File: src/rtl/riscv_pkg.sv
// Shared RISC-V store-path definitions: funct3 store widths, serializer state encoding
// and a helper mapping store width to the index of its final byte.
package riscv_pkg;

    localparam logic [2:0] F3_SB = 3'b000;
    localparam logic [2:0] F3_SH = 3'b001;
    localparam logic [2:0] F3_SW = 3'b010;
    localparam logic [2:0] F3_SD = 3'b011;

    typedef enum logic [1:0] {
        ST_IDLE = 2'd0,
        ST_REQ  = 2'd1,
        ST_FIN  = 2'd2
    } state_e;

    function automatic logic [2:0] lastBeatIdx(input logic [1:0] size);
        logic [2:0] last;
        case ({1'b0, size})
            F3_SB:   last = 3'd0;
            F3_SH:   last = 3'd1;
            F3_SW:   last = 3'd3;
            F3_SD:   last = 3'd7;
            default: last = 3'd7;
        endcase
        return last;
    endfunction

endpackage

File: src/rtl/store_byte_serializer.sv
// Narrows a 64-bit store value to SB/SH/SW/SD width and writes it little-endian,
// one byte per req/ack beat, to a byte-wide data-memory port.
module store_byte_serializer
    import riscv_pkg::*;
#(
    parameter int ADDR_W  = 64,
    parameter int TIMEOUT = 16
) (
    input  logic              clk,
    input  logic              reset,
    input  logic              start,
    input  logic [2:0]        funct3,
    input  logic [ADDR_W-1:0] addr,
    input  logic [63:0]       wdata,
    output logic              mem_req,
    output logic [ADDR_W-1:0] mem_addr,
    output logic [7:0]        mem_wdata,
    input  logic              mem_ack,
    output logic              busy,
    output logic              done,
    output logic              err
);

    localparam int CNT_W = $clog2(TIMEOUT + 1);

    state_e            state_q, state_d;
    logic [2:0]        idx_q, idx_d;
    logic [CNT_W-1:0]  waitCnt_q, waitCnt_d;
    logic [ADDR_W-1:0] addr_q, addr_d;
    logic [63:0]       data_q, data_d;
    logic [1:0]        size_q, size_d;
    logic              errFlag_q, errFlag_d;

    always_ff @(posedge clk or posedge reset) begin
        if (reset) begin
            state_q   <= ST_IDLE;
            idx_q     <= '0;
            waitCnt_q <= '0;
            addr_q    <= '0;
            data_q    <= '0;
            size_q    <= '0;
            errFlag_q <= 1'b0;
        end else begin
            state_q   <= state_d;
            idx_q     <= idx_d;
            waitCnt_q <= waitCnt_d;
            addr_q    <= addr_d;
            data_q    <= data_d;
            size_q    <= size_d;
            errFlag_q <= errFlag_d;
        end
    end

    // The wait counter measures how long the current beat has been presented;
    // reaching TIMEOUT without an ack abandons the rest of the store.
    always_comb begin
        state_d   = state_q;
        idx_d     = idx_q;
        waitCnt_d = waitCnt_q;
        addr_d    = addr_q;
        data_d    = data_q;
        size_d    = size_q;
        errFlag_d = errFlag_q;
        case (state_q)
            ST_IDLE: begin
                if (start) begin
                    if (funct3[2]) begin
                        errFlag_d = 1'b1;
                        state_d   = ST_FIN;
                    end else begin
                        state_d   = ST_REQ;
                        idx_d     = '0;
                        waitCnt_d = '0;
                        addr_d    = addr;
                        data_d    = wdata;
                        size_d    = funct3[1:0];
                        errFlag_d = 1'b0;
                    end
                end
            end
            ST_REQ: begin
                if (mem_ack) begin
                    waitCnt_d = '0;
                    if (idx_q == lastBeatIdx(size_q)) begin
                        state_d = ST_FIN;
                    end else begin
                        idx_d  = idx_q + 3'd1;
                        addr_d = addr_q + ADDR_W'(1);
                    end
                end else if (waitCnt_q == CNT_W'(TIMEOUT - 1)) begin
                    waitCnt_d = CNT_W'(TIMEOUT);
                    errFlag_d = 1'b1;
                    state_d   = ST_FIN;
                end else begin
                    waitCnt_d = waitCnt_q + CNT_W'(1);
                end
            end
            ST_FIN: begin
                state_d   = ST_IDLE;
                waitCnt_d = '0;
                errFlag_d = 1'b0;
            end
            default: begin
                state_d = ST_IDLE;
            end
        endcase
    end

    assign mem_req   = (state_q == ST_REQ);
    assign busy      = (state_q == ST_REQ);
    assign done      = (state_q == ST_FIN);
    assign err       = (state_q == ST_FIN) && errFlag_q;
    assign mem_addr  = addr_q;
    assign mem_wdata = data_q[{idx_q, 3'b000} +: 8];

endmodule
File: config.mk
export PLATFORM = sky130hd
export DESIGN_NAME = store_byte_serializer
export DESIGN_NICKNAME = d
export VERILOG_FILES = /design/src/rtl/riscv_pkg.sv /design/src/rtl/store_byte_serializer.sv
export SDC_FILE = /design/constraint.sdc
export NUM_CORES = 1
export LEC_CHECK = 0
export ABC_AREA = 1
export ABC_CLOCK_PERIOD_IN_PS = 9300
export CAP_MARGIN = 20
export CORE_MARGIN = 2
export CORE_UTILIZATION = 43
export CTS_CLUSTER_SIZE = 40
export DETAILED_ROUTE_END_ITERATION = 10
export PLACE_DENSITY = 0.71
export SLEW_MARGIN = 40
export SYNTH_ARGS = -nofsm -noshare
export SYNTH_HDL_FRONTEND = slang
export SYNTH_SLANG_ARGS = --single-unit
File: constraint.sdc
create_clock -name clk -period 9.3 [get_ports clk]
set_input_delay 1.395 -clock clk [delete_from_list [all_inputs] [get_ports clk]]
set_output_delay 1.395 -clock clk [all_outputs]
set_load 0.02 [all_outputs]
**After elaboration in Yosys (flattened, before gate mapping)**

Index checks and enable logic that the tools add are counted.

- Reduce and logical (&&, ||, !) cells: 10
- Multiply operators: 0
- Add/subtract/negate cells: 3
- Bitwise logic cells: 1
- Shifts and indexed selects: 1
- Div/mod/pow operators: 0
- Order comparisons: 0
- Equality and inequality tests: 15
- Muxes and demuxes: 29

Operators with widths:

| cell | count |
|---|---|
| 64-bit two-way mux | 4 |
| 64-bit case mux with 2 select lines | 1 |
| 64-bit by 1-bit adder with 64-bit output (second input constant) | 1 |
| 64-bit by 7-bit indexed part select with 8-bit output | 1 |
| 5-bit two-way mux | 4 |
| 3-bit two-way mux | 6 |
| 5-bit case mux with 3 select lines | 1 |
| 3-bit case mux with 4 select lines | 1 |
| 2-bit two-way mux | 5 |
| 2-bit inequality test (second input constant) | 5 |
| 3-bit AND reduction | 3 |
| 2-bit equality test (second input constant) | 3 |
| 3-bit by 2-bit inequality test with 1-bit output (second input constant) | 2 |
| 3-bit case mux with 2 select lines | 1 |
| 5-bit by 1-bit adder with 5-bit output (second input constant) | 1 |
| 5-bit by 4-bit equality test with 1-bit output (second input constant) | 1 |
| 5-bit AND reduction | 1 |
| 2-bit by 1-bit equality test with 1-bit output (second input constant) | 2 |
| 2-bit zero test | 2 |
| 1-bit two-way mux | 4 |
| 2-bit case mux with 2 select lines | 1 |
| 4-bit AND reduction | 1 |
| 3-bit by 1-bit adder with 3-bit output (second input constant) | 1 |
| 3-bit equality test | 1 |
| other kinds (6) | 6 |

- Bits in latches: 0
- Word-level logic and storage cells: 66
- Input port bits: 135
- ROM bits: 0
- Memories kept: 0
- Register bits: 141
- Bits in writable memories: 0

**Depth between registers and ports, before layout**

- Word-level depth: 8
- Depth in mapped cells: 12
- Mapped depth without buffers: 12

**Worst setup path before layout**

OpenSTA, ideal clock, no wires.

- Kind: register -> output
- From: register idx_q[1]
- To: output port mem_wdata[6]
- Arrival time: 1.421 ns
- Buffers on the path: 2
- Stages on the path, launching flop included: 7
- Setup slack: 6.484 ns
- Cells stage by stage: dfrtp_1 -> buf_2 -> clkbuf_1 -> o21ai_0 -> o21ai_0 -> nor2_1 -> a31oi_1

- Longest elaborated chain between the ends: 1

RTL lines:

| what | line | RTL |
|---|---|---|
| start, declared | store_byte_serializer.sv:27 | `logic [2:0] idx_q, idx_d;` |
| start signal, assigned | store_byte_serializer.sv:45 | `idx_q <= idx_d;` |
| 64-bit by 7-bit indexed part select with 8-bit output | store_byte_serializer.sv:114 | `assign mem_wdata = data_q[{idx_q, 3'b000} +: 8];` |
| end, declared | store_byte_serializer.sv:17 | `output logic [7:0] mem_wdata,` |

No other way between the ends.

**Worst setup path after layout**

- From: register idx_q[0]
- To: output port mem_wdata[1]

The elaborated chain is that of the path after synthesis.

==> implementation parameters <==
Parameter                              Value

Outcome
  Result of the run    completed

Min path
  Hold-critical path depth    2
  Worst min-delay path category    register to register
  Startpoint of the tightest hold check path    waitCnt_q[4]
  Destination of the worst hold path    waitCnt_q[4]

Synthesis
  Top area cells in the synthesized netlist    sky130_fd_sc_hd__dfrtp_1 (39%), sky130_fd_sc_hd__nand2_1 (17%), sky130_fd_sc_hd__nor2_1 (11%)
  Leading post-synthesis cells by instance count    sky130_fd_sc_hd__nand2_1 (401), sky130_fd_sc_hd__nor2_1 (258), sky130_fd_sc_hd__dfrtp_1 (141), sky130_fd_sc_hd__inv_1 (87), sky130_fd_sc_hd__nand3_1 (67)
  Mux cell area share after synthesis    0.0529
  Synth Area in Compound Gates    0.0875
  Sequential-to-total area share from yosys stat    0.395
  Top_reg_cell synth    sky130_fd_sc_hd__dfrtp_1
  FFs w/ async S/R, synth    1.00
  Portion of synthesized cell area occupied by the leading cell type    0.395
  Post-synthesis instance area    just under 9000 sq um
  Largest family of logic cells by synthesized area    simple AND/OR/NAND/NOR gates
  Share of synthesized cell area in full adder, half adder and majority cells    0.00980
  Post-synthesis area per instance    6.95 sq um
  Warnings from Yosys    0
  Seq cells post-synth    141
  Most instantiated library cell after synthesis    sky130_fd_sc_hd__nand2_1
  Syn_nets    around 1400
  Number of enable flip-flop cells after synthesis    0
  Synthesized-area fraction occupied by xor and xnor cells    0.0245
  Mapped Cells    1285
  Yosys cell types    35
  Simple logic cell fraction of the synthesized area    0.365
  Cell taking the most area after synthesis    sky130_fd_sc_hd__dfrtp_1

Worst setup path
  Highest net fanout along the worst path    59
  Reg-to-reg startpoint    state_q[1]
  Crit path launch type    register
  Endpoint of the lowest-slack register-to-register path    mem_addr[5]
  Critical Setup Path Class    register to output pin
  Worst endpoint required time    slightly below 8 ns
  First element of the critical path    idx_q[0]
  Length in cells of the worst reg-to-reg path    11
  Endpoint arrival time on the critical path    between 2 and 3 ns
  Category of the worst setup path capture point    output pin
  R2r setup slk    roughly 6.5 ns

Route
  Via density per instance    approximately 5.1
  Routed wire length    approximately 27 mm
  Number of DRC markers after the initial detailed-route iteration    828
  Avg WL per Cell    between 15 and 20 microns
  Number of antenna-violating nets in the routed design    0
  Post-detailed-route DRC marker count    0
  Vias after detailed routing    8868
  First-pass iteration count of the detailed router    5

Floorplan
  Area of the die    around 22000 sq um
  Die boundary width    between 100 and 150 microns
  Standard-cell row count    52
  Die span in y    ~150 microns
  Io pins    211
  CORE AREA    20300 sq um
  Starting density of the core    0.440

Place
  Placed instance count    1721
  Worst Setup Slack post-DPL    5.64 ns
  DP Area    roughly 11000 sq um
  HPWL Detailed    ~20 mm
  Final GP Congestion    slightly below 1
  Number of buffer cells added on primary ports    210

Cells and area
  Final cell count without fillers    between 1500 and 2000
  Fraction of final layout cells with drive strength greater than 1    0.0836
  Synthesis-to-layout area growth    32.6%
  Number of inserted diodes    0
  Utilization after layout    0.584
  Final standard cell area without fillers    11800 sq um
  Layout net count    approximately 1600

Clock tree
  CTS Buffer Depth    2
  Clock tree from TritonCTS    built
  Number of setup buffers added after CTS    0
  Clock-pin slew on the worst setup and hold paths    0.07 ns
  Hold-fix buffer count after cts    0
  Number of levels in the clock H-tree    4
  Cts bufs inserted    17
  Clk Tree Root Cell    sky130_fd_sc_hd__clkbuf_16
  Number of gates given a new drive strength after cts    0
  CTS sink cnt    141
  Clock latency at the later pin of the worst-skew pair    between 0.4 and 0.5 ns

Pwr
  Pwr Density    ~320 nW/um^2
  Worst supply voltage drop on vdd    approximately 0.17 mV
  Leakage dissipation    between 5 and 6 nW
  Total chip power    about 3.8 mW

Global route
  Antenna violations before repair    0
  Wire length of the first global-routing pass    between 40 and 50 mm
  Number of global-route vias before repair    roughly 8300
  Gr usage total    0.252
  Residual overflow from global routing    0
  Largest net degree at the start of global routing    104

STA
  Final count of pins violating max slew    0
  Post-route worst hold slack    about 0.50 ns
  Min setup slack post-route    5.26 ns
  Maximum frequency from static timing analysis    between 0.2 and 0.25 GHz
  Summed negative setup slack over all endpoints    0 ns
  Slew at the pin closest to its max-slew limit    just under 0.8 ns
  Number of failing hold endpoints at the final stage    0
  Post-route minimum period    a little over 4 ns
  Final period utilization    0.434
  Relative max-transition margin    0.470
  Final setup violation count    0
  Maximum clock skew at final layout    about 0.010 ns
  Setup repair after global routing missed its margin    false

Run
  Max-cap violations    0
[worst max-delay path, stage by stage, from the launching register on]
cell and delay, ns:
sky130_fd_sc_hd__dfrtp_1 0.32, sky130_fd_sc_hd__buf_4 0.44, sky130_fd_sc_hd__clkinv_1 0.41, sky130_fd_sc_hd__nor2_1 0.17
sky130_fd_sc_hd__o21ai_0 0.11, sky130_fd_sc_hd__nor2_1 0.10, sky130_fd_sc_hd__a31oi_1 0.05, sky130_fd_sc_hd__clkdlybuf4s50_1 0.61
[metal layers]
layer / track usage / routed length (microns) / vias to the layer above
met3: 0.0586 / 1960 / 40
met5: 0 / 0 / -
met4: 0.0929 / 765 / 0
met1: 0.346 / 12300 / 4064
li1: - / - / 4463
met2: 0.391 / 12400 / 301
[flip-flops by register name, summed over array words and instances (netlist names)]
name	cells
data_q	64
mem_addr	64
waitCnt_q	5
idx_q	3
size_q	2
state_q	2
errFlag_q	1
[kinds of logic (layout without fill, tap and decap cells)]
family                     count (synthesis)  after routing
buffers and inverters                    142            340
adders and majority gates                  7              7
and+or+nand+nor                          781            781
xor gates and xnor gates                  25             25
AOI/OAI and AO/OA                        147            147
muxes                                     42             42
DFF                                      141            141
[area by class of cell]
| class | instances | area (sq um) |
|---|---|---|
| fill | 1907 | 8450 |
| multi-input combinational | 1002 | 4860 |
| sequential | 141 | 3530 |
| timing repair buffer | 215 | 2160 |
| clock buffer | 18 | 439 |
| inverter | 93 | 354 |
| tap | 270 | 338 |
| clock inverter | 14 | 173 |
[report_power, final]
part | switching, mW | leakage [nW] | internal, mW
sequential | 0.345 | 1.69 | 0.911
combinational | 1.03 | 3.31 | 0.762
clock | 0.301 | 0.295 | 0.413
[worst max-delay path by stage]
stage	to	slack (ns)	cells after the start
2_1_floorplan	data_q[0]	4.12	1
3_3_place_gp	mem_wdata[0]	5.60	5
3_5_place_dp	mem_addr[5]	5.64	9
4_1_cts	mem_wdata[1]	5.30	7
5_1_grt	mem_wdata[1]	5.09	7
6_report	mem_wdata[1]	5.26	7
[cell usage in the layout (no fill, tap or decap), types with 4 or more instances in the layout]
cell type / n
sky130_fd_sc_hd__clkdlybuf4s50_1: 210
sky130_fd_sc_hd__dfrtp_1: 140
sky130_fd_sc_hd__nor2_2: 8
sky130_fd_sc_hd__o21ai_0: 66
sky130_fd_sc_hd__o211ai_1: 9
sky130_fd_sc_hd__mux2_2: 42
sky130_fd_sc_hd__o21ai_1: 15
sky130_fd_sc_hd__inv_6: 4
sky130_fd_sc_hd__xor2_1: 17
sky130_fd_sc_hd__clkbuf_16: 17
sky130_fd_sc_hd__nand4_1: 13
sky130_fd_sc_hd__nand2_4: 7
sky130_fd_sc_hd__nand2_1: 401
sky130_fd_sc_hd__a31oi_1: 9
sky130_fd_sc_hd__nor2_1: 258
sky130_fd_sc_hd__nor2_8: 5
sky130_fd_sc_hd__nand3_1: 66
sky130_fd_sc_hd__xnor2_1: 8
sky130_fd_sc_hd__inv_1: 86
sky130_fd_sc_hd__ha_1: 6
sky130_fd_sc_hd__inv_2: 5
sky130_fd_sc_hd__nand2_2: 10
sky130_fd_sc_hd__inv_8: 4
sky130_fd_sc_hd__a21oi_1: 43
No activity file was read; power rests on OpenSTA's default activity.
